File: src/rtl/cache_pkg.sv
// -----------------------------------------------------------------------------
// cache_pkg
// Shared constants for the cache-line storage register.
//   BYTE_W      : width of one byte lane
//   DATA_W_DEF  : default line width in bits
//   AGE_W_DEF   : default age counter width in bits
//   NBYTES      : byte lanes in a default-width line
//   nbytes_of() : byte lanes in a line of arbitrary width
// -----------------------------------------------------------------------------
package cache_pkg;

    localparam int BYTE_W     = 8;
    localparam int DATA_W_DEF = 32;
    localparam int AGE_W_DEF  = 2;
    localparam int NBYTES     = DATA_W_DEF / BYTE_W;

    function automatic int nbytes_of(input int data_w);
        return data_w / BYTE_W;
    endfunction

endpackage

File: src/rtl/cache_line_reg_pos_chk.sv
// -----------------------------------------------------------------------------
// cache_line_reg_pos_chk
// Simulation-only consistency checks for cache_line_reg_pos.
//   clk   : clock
//   reset : synchronous active-high reset of the checked line
//   valid : line valid flag
//   dirty : line dirty flag
// -----------------------------------------------------------------------------
module cache_line_reg_pos_chk #(
    parameter int DATA_W = 32
) (
    input logic clk,
    input logic reset,
    input logic valid,
    input logic dirty
);

    // The line is built from whole byte lanes.
    if ((DATA_W % 8) != 0) begin : g_bad_width
        $error("cache_line_reg_pos: DATA_W=%0d is not a multiple of 8", DATA_W);
    end

    if ((DATA_W < 8) || (DATA_W > 256)) begin : g_bad_range
        $error("cache_line_reg_pos: DATA_W=%0d outside 8..256", DATA_W);
    end

    // A line can only become dirty after it was filled.
    a_dirty_implies_valid : assert property (@(posedge clk) disable iff (reset)
        dirty |-> valid);

endmodule

File: src/rtl/register_byte_pos.sv
// -----------------------------------------------------------------------------
// register_byte_pos
// One 8-bit byte lane of a cache line: synchronous clear plus load enable.
//   clk   : clock
//   reset : synchronous active-high clear (overrides en)
//   en    : load d on the rising edge
//   d     : byte to load
//   q     : registered byte
// -----------------------------------------------------------------------------
module register_byte_pos
    import cache_pkg::*;
(
    input  logic              clk,
    input  logic              reset,
    input  logic              en,
    input  logic [BYTE_W-1:0] d,
    output logic [BYTE_W-1:0] q
);

    // Byte storage: clear wins over load, otherwise hold.
    always_ff @(posedge clk) begin
        if (reset) begin
            q <= {BYTE_W{1'b0}};
        end else if (en) begin
            q <= d;
        end else begin
            q <= q;
        end
    end

endmodule

File: src/rtl/cache_line_reg_pos.sv
// -----------------------------------------------------------------------------
// cache_line_reg_pos
// One cache line (way) of a set: data bytes, valid/dirty status and a
// saturating age counter for replacement.
//   clk        : clock, all state updates on rising edge
//   reset      : synchronous active-high, clears all state
//   regWrite   : CPU store hit (byte-masked by byteEn, only on a valid line)
//   decOut1b   : line select from the set decoder
//   fill       : whole-line fill from next level
//   invalidate : invalidate selected line (data retained)
//   access     : set lookup strobe, drives the age update
//   byteEn     : per-byte write enables for regWrite
//   inpData    : write / fill data
//   outData    : registered line contents
//   valid      : line holds valid data
//   dirty      : line modified since fill
//   age        : set accesses since this line was last used (saturating)
// -----------------------------------------------------------------------------
module cache_line_reg_pos
    import cache_pkg::*;
#(
    parameter int DATA_W = DATA_W_DEF,
    parameter int AGE_W  = AGE_W_DEF
) (
    input  logic                     clk,
    input  logic                     reset,
    input  logic                     regWrite,
    input  logic                     decOut1b,
    input  logic                     fill,
    input  logic                     invalidate,
    input  logic                     access,
    input  logic [DATA_W/BYTE_W-1:0] byteEn,
    input  logic [DATA_W-1:0]        inpData,
    output logic [DATA_W-1:0]        outData,
    output logic                     valid,
    output logic                     dirty,
    output logic [AGE_W-1:0]         age
);

    localparam int              LINE_BYTES = nbytes_of(DATA_W);
    localparam logic [AGE_W-1:0] AGE_MAX   = {AGE_W{1'b1}};

    logic                  inv_win;
    logic                  fill_win;
    logic                  write_win;
    logic [LINE_BYTES-1:0] byte_en;

    // Request arbitration: invalidate > fill > regWrite, all gated by the
    // line select. A store to an invalid line is dropped outright.
    always_comb begin
        inv_win   = 1'b0;
        fill_win  = 1'b0;
        write_win = 1'b0;
        if (decOut1b) begin
            inv_win   = invalidate;
            fill_win  = fill & ~invalidate;
            write_win = regWrite & ~fill & ~invalidate & valid;
        end else begin
            inv_win   = 1'b0;
            fill_win  = 1'b0;
            write_win = 1'b0;
        end
    end

    // Per-lane load enables: fill loads every lane, a store only its masked lanes.
    always_comb begin
        byte_en = {LINE_BYTES{1'b0}};
        for (int i = 0; i < LINE_BYTES; i++) begin
            byte_en[i] = reset | (decOut1b & (fill_win | (write_win & byteEn[i])));
        end
    end

    for (genvar g = 0; g < LINE_BYTES; g++) begin : g_byte
        register_byte_pos u_byte (
            .clk   (clk),
            .reset (reset),
            .en    (byte_en[g]),
            .d     (inpData[g*BYTE_W +: BYTE_W]),
            .q     (outData[g*BYTE_W +: BYTE_W])
        );
    end

    // Status bits and age counter. Invalidate and fill own the cycle; otherwise
    // a store may set dirty and an access updates age independently.
    always_ff @(posedge clk) begin
        if (reset) begin
            valid <= 1'b0;
            dirty <= 1'b0;
            age   <= {AGE_W{1'b0}};
        end else if (inv_win) begin
            valid <= 1'b0;
            dirty <= 1'b0;
            age   <= {AGE_W{1'b0}};
        end else if (fill_win) begin
            valid <= 1'b1;
            dirty <= 1'b0;
            age   <= {AGE_W{1'b0}};
        end else begin
            valid <= valid;
            if (write_win && (|byteEn)) begin
                dirty <= 1'b1;
            end else begin
                dirty <= dirty;
            end
            if (access && valid) begin
                if (decOut1b) begin
                    age <= {AGE_W{1'b0}};
                end else if (age != AGE_MAX) begin
                    age <= age + AGE_W'(1);
                end else begin
                    age <= age;
                end
            end else begin
                age <= age;
            end
        end
    end

    cache_line_reg_pos_chk #(
        .DATA_W (DATA_W)
    ) u_chk (
        .clk   (clk),
        .reset (reset),
        .valid (valid),
        .dirty (dirty)
    );

endmodule
File: config.mk
export PLATFORM = sky130hd
export DESIGN_NAME = cache_line_reg_pos
export DESIGN_NICKNAME = d
export VERILOG_FILES = /design/src/rtl/cache_pkg.sv /design/src/rtl/cache_line_reg_pos_chk.sv /design/src/rtl/register_byte_pos.sv /design/src/rtl/cache_line_reg_pos.sv
export SDC_FILE = /design/constraint.sdc
export NUM_CORES = 1
export LEC_CHECK = 0
export BUFFER_PORTS_ARGS = -buffer_cell sky130_fd_sc_hd__buf_4
export CAP_MARGIN = 20
export CORE_MARGIN = 1
export CORE_UTILIZATION = 46
export CTS_CLUSTER_DIAMETER = 150
export DETAILED_ROUTE_END_ITERATION = 6
export GPL_ROUTABILITY_DRIVEN = 0
export PLACE_DENSITY = 0.83
export SLEW_MARGIN = 20
export SYNTH_ARGS = -nofsm -noshare
export SYNTH_HDL_FRONTEND = slang
export SYNTH_HIERARCHICAL = 1
export SYNTH_SLANG_ARGS = --single-unit
export TNS_END_PERCENT = 100
File: constraint.sdc
create_clock -name clk -period 2.3 [get_ports clk]
set_input_delay 0 -clock clk [delete_from_list [all_inputs] [get_ports clk]]
set_output_delay 0 -clock clk [all_outputs]
set_load 0.01 [all_outputs]
# Yosys cells after proc, flatten, opt, wreduce, memory -nomap -nowiden
# Cells that the tools add are included.
# word_totals
out_inout_bits	36
regBits	36
word_cells	43
in_bits	43
# classes
reduce_logical	7
n_eq_ne	1
n_addsub	1
muxes	5
bitwise_logic	22
# op_table
cell	n
1-bit bitwise AND	12
1-bit OR	8
2-bit two-way mux	2
4-bit OR reduction	1
1-bit two-way mux	3
3-bit OR reduction	1
2-bit by 1-bit adder with 2-bit output (second input constant)	1
1-bit logical AND	2
2-bit inequality test (second input constant)	1
1-bit NOT	2
2-bit AND reduction	1
2-bit nonzero test	1
2-bit OR reduction	1

# Logic depth before layout (Yosys ltp)
# Gate-level depths: netlist of run 1.
# logic_depth
ltp_word	9
ltp_mapped	6
depth_no_buf	5

# By module
# The synthesis of run 1 kept the hierarchy.
# modules_own_cells
mod	n_inst	seq_area_each_um2	area_each_um2	cells_each
register_byte_pos	4	160.2	285.3	26
cache_line_reg_pos	1	80.1	240.2	32

# Least setup slack after synthesis of run 1
# No wires, ideal clock.
# synth_timing
kind	register -> register
startpoint	reg valid
endpoint	reg g_byte[0].u_byte.q[0]
path_slack_ns	1.010
arrival_ns	1.165
period_less_slack_ns	1.290
n_path_buf	1
stages_incl_launch_ff	6
setup_ns	0.124
required_time_ns	2.176
cell_sequence	dfxtp_1 > nand4_1 > o21ai_0 > buf_6 > mux2i_1 > nor2_1
# synth_via
elab_chain_cells	6
# synth_rtl
element	line	source
from (decl)	cache_line_reg_pos.sv:35	output logic valid,
from (signal assigned)	cache_line_reg_pos.sv:99	valid <= valid;
1-bit bitwise AND	cache_line_reg_pos.sv:57	write_win = regWrite & ~fill & ~invalidate & valid;
1-bit two-way mux	cache_line_reg_pos.sv:54	if (decOut1b) begin
1-bit bitwise AND	cache_line_reg_pos.sv:69	byte_en[i] = reset | (decOut1b & (fill_win | (write_win & byteEn[i])));
1-bit OR	cache_line_reg_pos.sv:69	
1-bit bitwise AND	cache_line_reg_pos.sv:69	
1-bit OR	cache_line_reg_pos.sv:69	
net byte_en[0]	cache_line_reg_pos.sv:46	logic [LINE_BYTES-1:0] byte_en;
to (signal assigned)	register_byte_pos.sv:23	q <= {BYTE_W{1'b0}};
to (signal assigned)	register_byte_pos.sv:27	q <= q;
to (decl)	register_byte_pos.sv:17	output logic [BYTE_W-1:0] q
# The timed path passes the listed nets, and every way through them passes these cells.
# A chain may end at the register's enable or synchronous reset.

# Final worst setup path of run 1
# layout_timing
startpoint	in invalidate
endpoint	reg g_byte[3].u_byte.q[3]
# layout_via
elab_chain_cells	8
word_cells_on_any_way	10
classes_between	mux: 2; bitwise: 8
# layout_rtl
element	line	source
from (decl)	cache_line_reg_pos.sv:30	input logic invalidate,
1-bit NOT (*)	cache_line_reg_pos.sv:56, cache_line_reg_pos.sv:57	
1-bit bitwise AND (2 in a row)	cache_line_reg_pos.sv:57	
1-bit two-way mux	cache_line_reg_pos.sv:54	
1-bit bitwise AND	cache_line_reg_pos.sv:69	
1-bit OR (*)	cache_line_reg_pos.sv:69	
1-bit bitwise AND (*)	cache_line_reg_pos.sv:69	
1-bit OR (*)	cache_line_reg_pos.sv:69	
net byte_en[3]	cache_line_reg_pos.sv:46	
to (signal assigned)	register_byte_pos.sv:23	
to (signal assigned)	register_byte_pos.sv:27	
to (decl)	register_byte_pos.sv:17	
# Mark *: on every way through the listed nets, which the timed path passes. The rest lies on a longest branch.

==> results of run 1 <==
[area by class of cell]
cell class                 count  area share
sequential                    36      0.3009
clock buffer                   8     0.02456
timing repair buffer         118      0.4075
inverter                       6    0.009404
multi-input combinational     86      0.2414
tap                           31     0.01620
[state kept, by name, summed over array words and instances, names as in the netlist]
signal,count
age,2
g_byte.u_byte/q,32
dirty,1
valid,1
[kinds of logic after synthesis]
| group | Yosys count | share of synthesized area |
|---|---|---|
| AOI/OAI and AO/OA | 13 | 0.05254 |
| adders and majority gates | 1 | 0.009057 |
| buffers and inverters | 14 | 0.05978 |
| DFF | 36 | 0.5217 |
| muxes | 32 | 0.2319 |
| and+or+nand+nor | 40 | 0.1250 |
[power by group through the flow]
stage | logic [W] | clock network (W) | registers [W]
2_1_floorplan | 0.0000917 | 0 | 0.000712
6_report | 0.000290 | 0.000340 | 0.000684
4_1_cts | 0.000287 | 0.000355 | 0.000683
5_1_grt | 0.000310 | 0.000375 | 0.000688
3_3_place_gp | 0.000228 | 0 | 0.000694
3_5_place_dp | 0.000237 | 0 | 0.000696
[cell usage after synthesis]
library cell | instances | area [um2]
sky130_fd_sc_hd__o21ai_0 | 7 | 35.03
sky130_fd_sc_hd__or4b_1 | 1 | 10.01
sky130_fd_sc_hd__nor4_1 | 1 | 6.260
sky130_fd_sc_hd__a31oi_1 | 1 | 6.260
sky130_fd_sc_hd__inv_1 | 6 | 22.52
sky130_fd_sc_hd__a21oi_1 | 3 | 15.01
sky130_fd_sc_hd__buf_1 | 4 | 15.01
sky130_fd_sc_hd__a211oi_1 | 1 | 7.510
sky130_fd_sc_hd__nand2b_1 | 1 | 6.260
sky130_fd_sc_hd__nor2_1 | 33 | 123.9
sky130_fd_sc_hd__or4_1 | 1 | 7.510
sky130_fd_sc_hd__nand2_2 | 1 | 6.260
sky130_fd_sc_hd__nor2b_1 | 1 | 6.260
sky130_fd_sc_hd__nand4_1 | 1 | 6.260
sky130_fd_sc_hd__ha_1 | 1 | 12.51
sky130_fd_sc_hd__dfxtp_1 | 36 | 720.7
sky130_fd_sc_hd__a221oi_1 | 1 | 8.760
sky130_fd_sc_hd__buf_6 | 4 | 45.04
sky130_fd_sc_hd__mux2i_1 | 32 | 320.3
[per-layer routing]
layer | up-vias | GRT usage
met5 | - | 0
met2 | 50 | 0.4711
met3 | 6 | 0.07373
met4 | 0 | 0.1150
met1 | 617 | 0.2934
li1 | 688 | -
[metrics by stage]
| stage | instances | hold WS, ns |
|---|---|---|
| floorplan | 136 | 0.07847 |
| global placement | 241 | 0.2106 |
| detailed placement | 241 | 0.2184 |
| CTS | 285 | 0.03348 |
| global route | 285 | 0.04962 |
| finish | 285 | 0.04621 |
[worst max-delay path, delay by kind of cell]
family,cells,cell delay (ns)
mux,1,0.21
buf+inv,3,0.91
simple gates,3,0.34
compound gates,1,0.22
[worst paths after layout]
check,end,cells past startpoint
worst max-delay path,g_byte[3].u_byte/q[3],8
worst min-delay path,g_byte[0].u_byte/q[7],2
worst max register to register,g_byte[3].u_byte/q[3],5
worst min register to register,dirty,2
==> metrics, run 1 <==
core footprint 2805 um2; wire length of the first global-routing pass 6285 um; number of sinks driven by the clock tree 36; Post-Syn Area 1381 um2; Netlist cell types 19; horizontal die dimension 56.80 um; power after layout 0.001313 W; pin count of the biggest net entering global routing 36; Ports 79; fmax 679.5 MHz; Congestion Overflow GR 0; power share of the sequential group 0.521; CP Data Required Time 2.52 ns; antenna-violating nets left 0; Sw Pwr 0.0003252 W; total nets after synthesis 180; vias post-DR 1361; Post-Syn Area per Cell 10.16 um2; floorplan die area 3226 um2; post-placement cell area 1976 um2; commonest non-fill, non-tap cell in the layout sky130_fd_sc_hd__buf_4; Routed WL 3973 um; run status finished, violations left; number of synthesized register bits 36; RSZ-0062 raised after global routing false; post-layout instance area 2395 um2; gr usage total 0.2649; number of levels in the clock H-tree 2; maxcap violations 0; layout overhead on the synthesized area 73.37%; initial antenna violation count 0; TritonRoute pass-1 iters 6; launching instance or port of the critical path invalidate; Routed met3 length 211 um; Max FO, Critical Path 8; Post-CTS Repair Setup Buffers 0; leakage power of the design 1.220 nW; type of destination of the critical path flop; Synth Warn # 6; Skew-Pair Late Insertion Delay 0.33 ns; Slew Viols, Final 0; count of fill cells added during filler insertion 164; placed wire-length estimate 2515 um; share of cells above drive strength 1 0.3504; Max transition margin 0.7722; vias in the first global route 1422; number of port buffers 78; post-synthesis sequential area ratio 0.5217; routed len/inst 13.94 um; Root Driver sky130_fd_sc_hd__clkbuf_4; failing checks design-rule violations; classification of the worst-slack hold path input pin to flop; setup TNS after final layout 0 ns; metal2 WL 2102 um; total routed wire length on the met1 layer 1604 um; power density cells 548.3 nW/um2; Placement Setup Slack 0.8619 ns; Final #Nets 297; antenna fix cells 0; Int Power 0.0009879 W; cell-by-cell listing of the critical path dlygate4sd3_1, buf_4, nor2_1, nand4_1, o21ai_0, buf_4, mux2i_1, nor2_1; maximum resistive drop on vdd 0.0004601 V; site row count 19; commonest non-fill, non-tap cells in the layout 82 x sky130_fd_sc_hd__buf_4, 36 x sky130_fd_sc_hd__dfxtp_1, 36 x sky130_fd_sc_hd__dlygate4sd3_1, 33 x sky130_fd_sc_hd__nor2_1, 32 x sky130_fd_sc_hd__mux2i_1; Max stage delay cell, worst path sky130_fd_sc_hd__dlygate4sd3_1; Initial Util 0.4924; clock period minus final worst setup slack 1.472 ns; final worst-path setup slack 0.8283 ns; clock transition time at the flip-flop clock pins of the worst setup and hold paths 0.09 ns; worst setup slack for register-to-register paths 0.86 ns; Worst Hold Launch reset; Worst EP arrival 1.69 ns; actual transition at the worst max-transition pin 0.3417 ns; critical path start-end classification input pin to flop; post-synthesis instance total 136; number of buffers created by CTS 5; maximum buffer depth of the clock tree 2; final count of hold timing violations 0; Sw Share 0.2477; combinational share of power 0.220; CP peak stage delay 0.54 ns; sequential cell area 720.7 um2; CTS tree done; power share of the clock group 0.259; Hold Buf Count CTS 36; total area of multi-input combinational cells 578.1 um2; vias per std cell 4.775; start of the worst register-to-register path valid; count of instances resized after the clock tree is built 0; Critical Path Start Type input pin; utilization after layout 0.8537; die boundary height 56.80 um; final clock skew 0.004393 ns; max layer used met4; final worst-path cycle share 0.6399; DRC 12; total of endpoints with negative setup slack in the final report 0; number of DRC markers in iteration 0 38
(Power assumes the default switching activity.)
==> run 2: changes to the inputs <==
- CORE_UTILIZATION: 46 -> 39
- PLACE_DENSITY: 0.83 -> 0.75
- clock period: 2.3 -> 1.2 ns (I/O delays scaled with it)
==> run 2 against run 1 <==
Against the previous run: the run ends with negative setup slack left; sequential power rose by 92%; non-clock buffer count increased by 4; combinational power grew 97%; hold slack worse by 0.042 ns; critical endpoint is now g_byte[1].u_byte/q[3]; largest cell class unchanged; largest power group unchanged; highest routed layer unchanged.
==> metrics, run 2 (synthesized netlist as in run 1, its figures left out) <==
run status finished, violations left; failing checks negative setup slack; power share of the clock group 0.334 (+0.075); cell-by-cell listing of the critical path nand4_1, o21ai_1, buf_6, mux2i_1, nor2_1; Initial Util 0.4107 (-0.08170); power share of the sequential group 0.464 (-0.057); number of levels in the clock H-tree 2 (unchanged); placed wire-length estimate 2601 um (+3.4%); global routing's busiest layer met2; maxcap violations 0 (unchanged); CP peak stage delay 0.36 ns (-0.18 ns); Max FO, Critical Path 8 (unchanged); antenna-violating nets left 0 (unchanged); actual transition at the worst max-transition pin 0.3354 ns (-0.006293 ns); final count of hold timing violations 0 (unchanged); TritonRoute pass-1 iters 4 (-2); power density cells 1115 nW/um2 (+100%); Biggest register g_byte.u_byte/q; combinational share of power 0.202 (-0.018); met2 layer usage reported by global route 0.4132 (-0.05788); final worst-path cycle share 1.140; routed len/inst 13.51 um (-3.1%); DRC 0 (-12); Max stage delay cell, worst path sky130_fd_sc_hd__dfxtp_4; wire length of the first global-routing pass 5768 um (-8.2%); Worst EP arrival 1.59 ns (-0.10 ns); pin count of the biggest net entering global routing 35 (-2.8%); layout overhead on the synthesized area 83.06%; final clock skew 0.002896 ns (-0.001497 ns); Final #Nets 301 (+1.3%); maximum buffer depth of the clock tree 2 (unchanged); antenna fix cells 0 (unchanged); Int Power 0.002167 W (+120%); site row count 21 (+2); share of cells above drive strength 1 0.3992 (+0.04883); post-route insts no fill 304 (+6.7%); number of sinks driven by the clock tree 36 (unchanged); initial antenna violation count 0 (unchanged); die boundary height 61.52 um (+8.3%); number of flip-flops under the largest register name 32 (unchanged); number of buffers created by CTS 5 (unchanged); Max transition margin 0.7753 (+0.003152); Sw Share 0.2311 (-0.01651); Routed WL 4106 um (+3.3%); total of endpoints with negative setup slack in the final report 33 (+33); clock period minus final worst setup slack 1.367 ns; commonest non-fill, non-tap cell in the layout sky130_fd_sc_hd__buf_4; Hold Buf Count CTS 36 (unchanged); floorplan die area 3784 um2 (+17%); worst setup slack for register-to-register paths -0.17 ns (-1.03 ns); leakage power of the design 1.264 nW (+3.6%); placed cell count 259 (+7.5%); fmax 731.3 MHz; Sw Pwr 0.0006516 W (+100%); classification of the worst-slack hold path input pin to flop; Slew Viols, Final 0 (unchanged); commonest non-fill, non-tap cells in the layout 82 x sky130_fd_sc_hd__buf_4, 36 x sky130_fd_sc_hd__dlygate4sd3_1, 33 x sky130_fd_sc_hd__nor2_1, 33 x sky130_fd_sc_hd__dfxtp_1, 32 x sky130_fd_sc_hd__mux2i_1; gr usage total 0.2159 (-0.04901); met1 routing resource usage after global routing 0.2114 (-0.08194); final-layout worst hold slack 0.004324 ns (-0.04188 ns); core footprint 3363 um2 (+20%); number of DRC markers in iteration 0 33 (-13%); CP Data Required Time 1.42 ns (-1.10 ns); CTS tree done; buffering stage count on the worst path with inverters included 1 (-2); vias per std cell 4.655 (-2.5%); utilization after layout 0.7519 (-0.1018); type of destination of the critical path flop; maximum resistive drop on vdd 0.0007397 V (+61%); kind of cell with the highest combined delay on the critical path flip-flops; number of port buffers 78 (unchanged); vias in the first global route 1390 (-2.3%); vias post-DR 1415 (+4.0%); clock transition time at the flip-flop clock pins of the worst setup and hold paths 0.10 ns (about the same); Ports 79 (unchanged); GRT met3 Usage 0.05462 (-0.01911); horizontal die dimension 61.52 um (+8.3%); critical path start-end classification flop to flop; Skew-Pair Late Insertion Delay 0.33 ns (about the same); RSZ-0062 raised after global routing true; Congestion Overflow GR 0 (unchanged); Root Driver sky130_fd_sc_hd__clkbuf_4; Critical Path Start Type flop; largest registers ranked by flip-flop count g_byte.u_byte/q: 32 flops, age: 2 flops; final worst-path setup slack -0.1675 ns (-0.9958 ns)
==> run 2: cell count changes in the layout (fill, tap and decap cells not counted), sizes merged <==
| cell | change |
|---|---|
| buf | +4 |
| bufinv | +1 |
| clkbuf | -1 |
==> run 2: repair_timing <==
action / 4_1_cts / 5_1_grt
endpoints found under the setup margin: 34 / 34
setup buffers: 1 / 0
hold endpoints to repair: 36 / 1
pin swaps: 7 / 11
resized for setup: 4 / 6
==> run 2: power by group through the flow <==
stage               Combinational (W)  Sequential (W)  Clock [W]
floorplan                    0.000177         0.00136          0
global placement             0.000446         0.00133          0
detailed placement           0.000463         0.00133          0
CTS                          0.000558         0.00131   0.000961
global route                 0.000618         0.00132    0.00100
finish                       0.000570         0.00131   0.000941
==> run 2: layer usage <==
metal	wire, um	vias up
met5	0	-
met4	92	0
met3	223	10
met2	2268	49
met1	1521	657
li1	-	699
==> run 2: path summary, 6_finish.rpt <==
path | from | end | cells past startpoint
setup / recovery | valid | g_byte[1].u_byte/q[3] | 5
hold / removal | decOut1b | valid | 3
setup reg to reg | valid | g_byte[1].u_byte/q[3] | 5
hold reg to reg | g_byte[0].u_byte/q[6] | g_byte[0].u_byte/q[6] | 2
==> run 2: final cells by class <==
cell class	count	area, um2
clock inverter	1	30.03
inverter	6	22.52
clock buffer	7	65.06
timing repair buffer	122	1021
fill	247	834.6
multi-input combinational	86	605.6
sequential	36	726.9
tap	46	57.56
==> run 2: worst register-to-register path, cell delays in order, from the launching register on <==
cell	delay, ns
sky130_fd_sc_hd__dfxtp_4	0.36
sky130_fd_sc_hd__nand4_1	0.19
sky130_fd_sc_hd__o21ai_1	0.23
sky130_fd_sc_hd__buf_6	0.18
sky130_fd_sc_hd__mux2i_1	0.23
sky130_fd_sc_hd__nor2_1	0.06
==> run 2: stage by stage <==
stage,total power (W),setup slack [ns],instance area (um2),TNS [ns]
after detailed placement,0.001796,-0.1301,2023,-3.259
final,0.002819,-0.1675,2529,-3.730
after floorplan,0.001541,-0.005831,1388,-0.04665
after CTS,0.002826,-0.1394,2506,-3.768
after global placement,0.001774,-0.08132,2023,-1.511
after global routing,0.002937,-0.2793,2529,-7.590
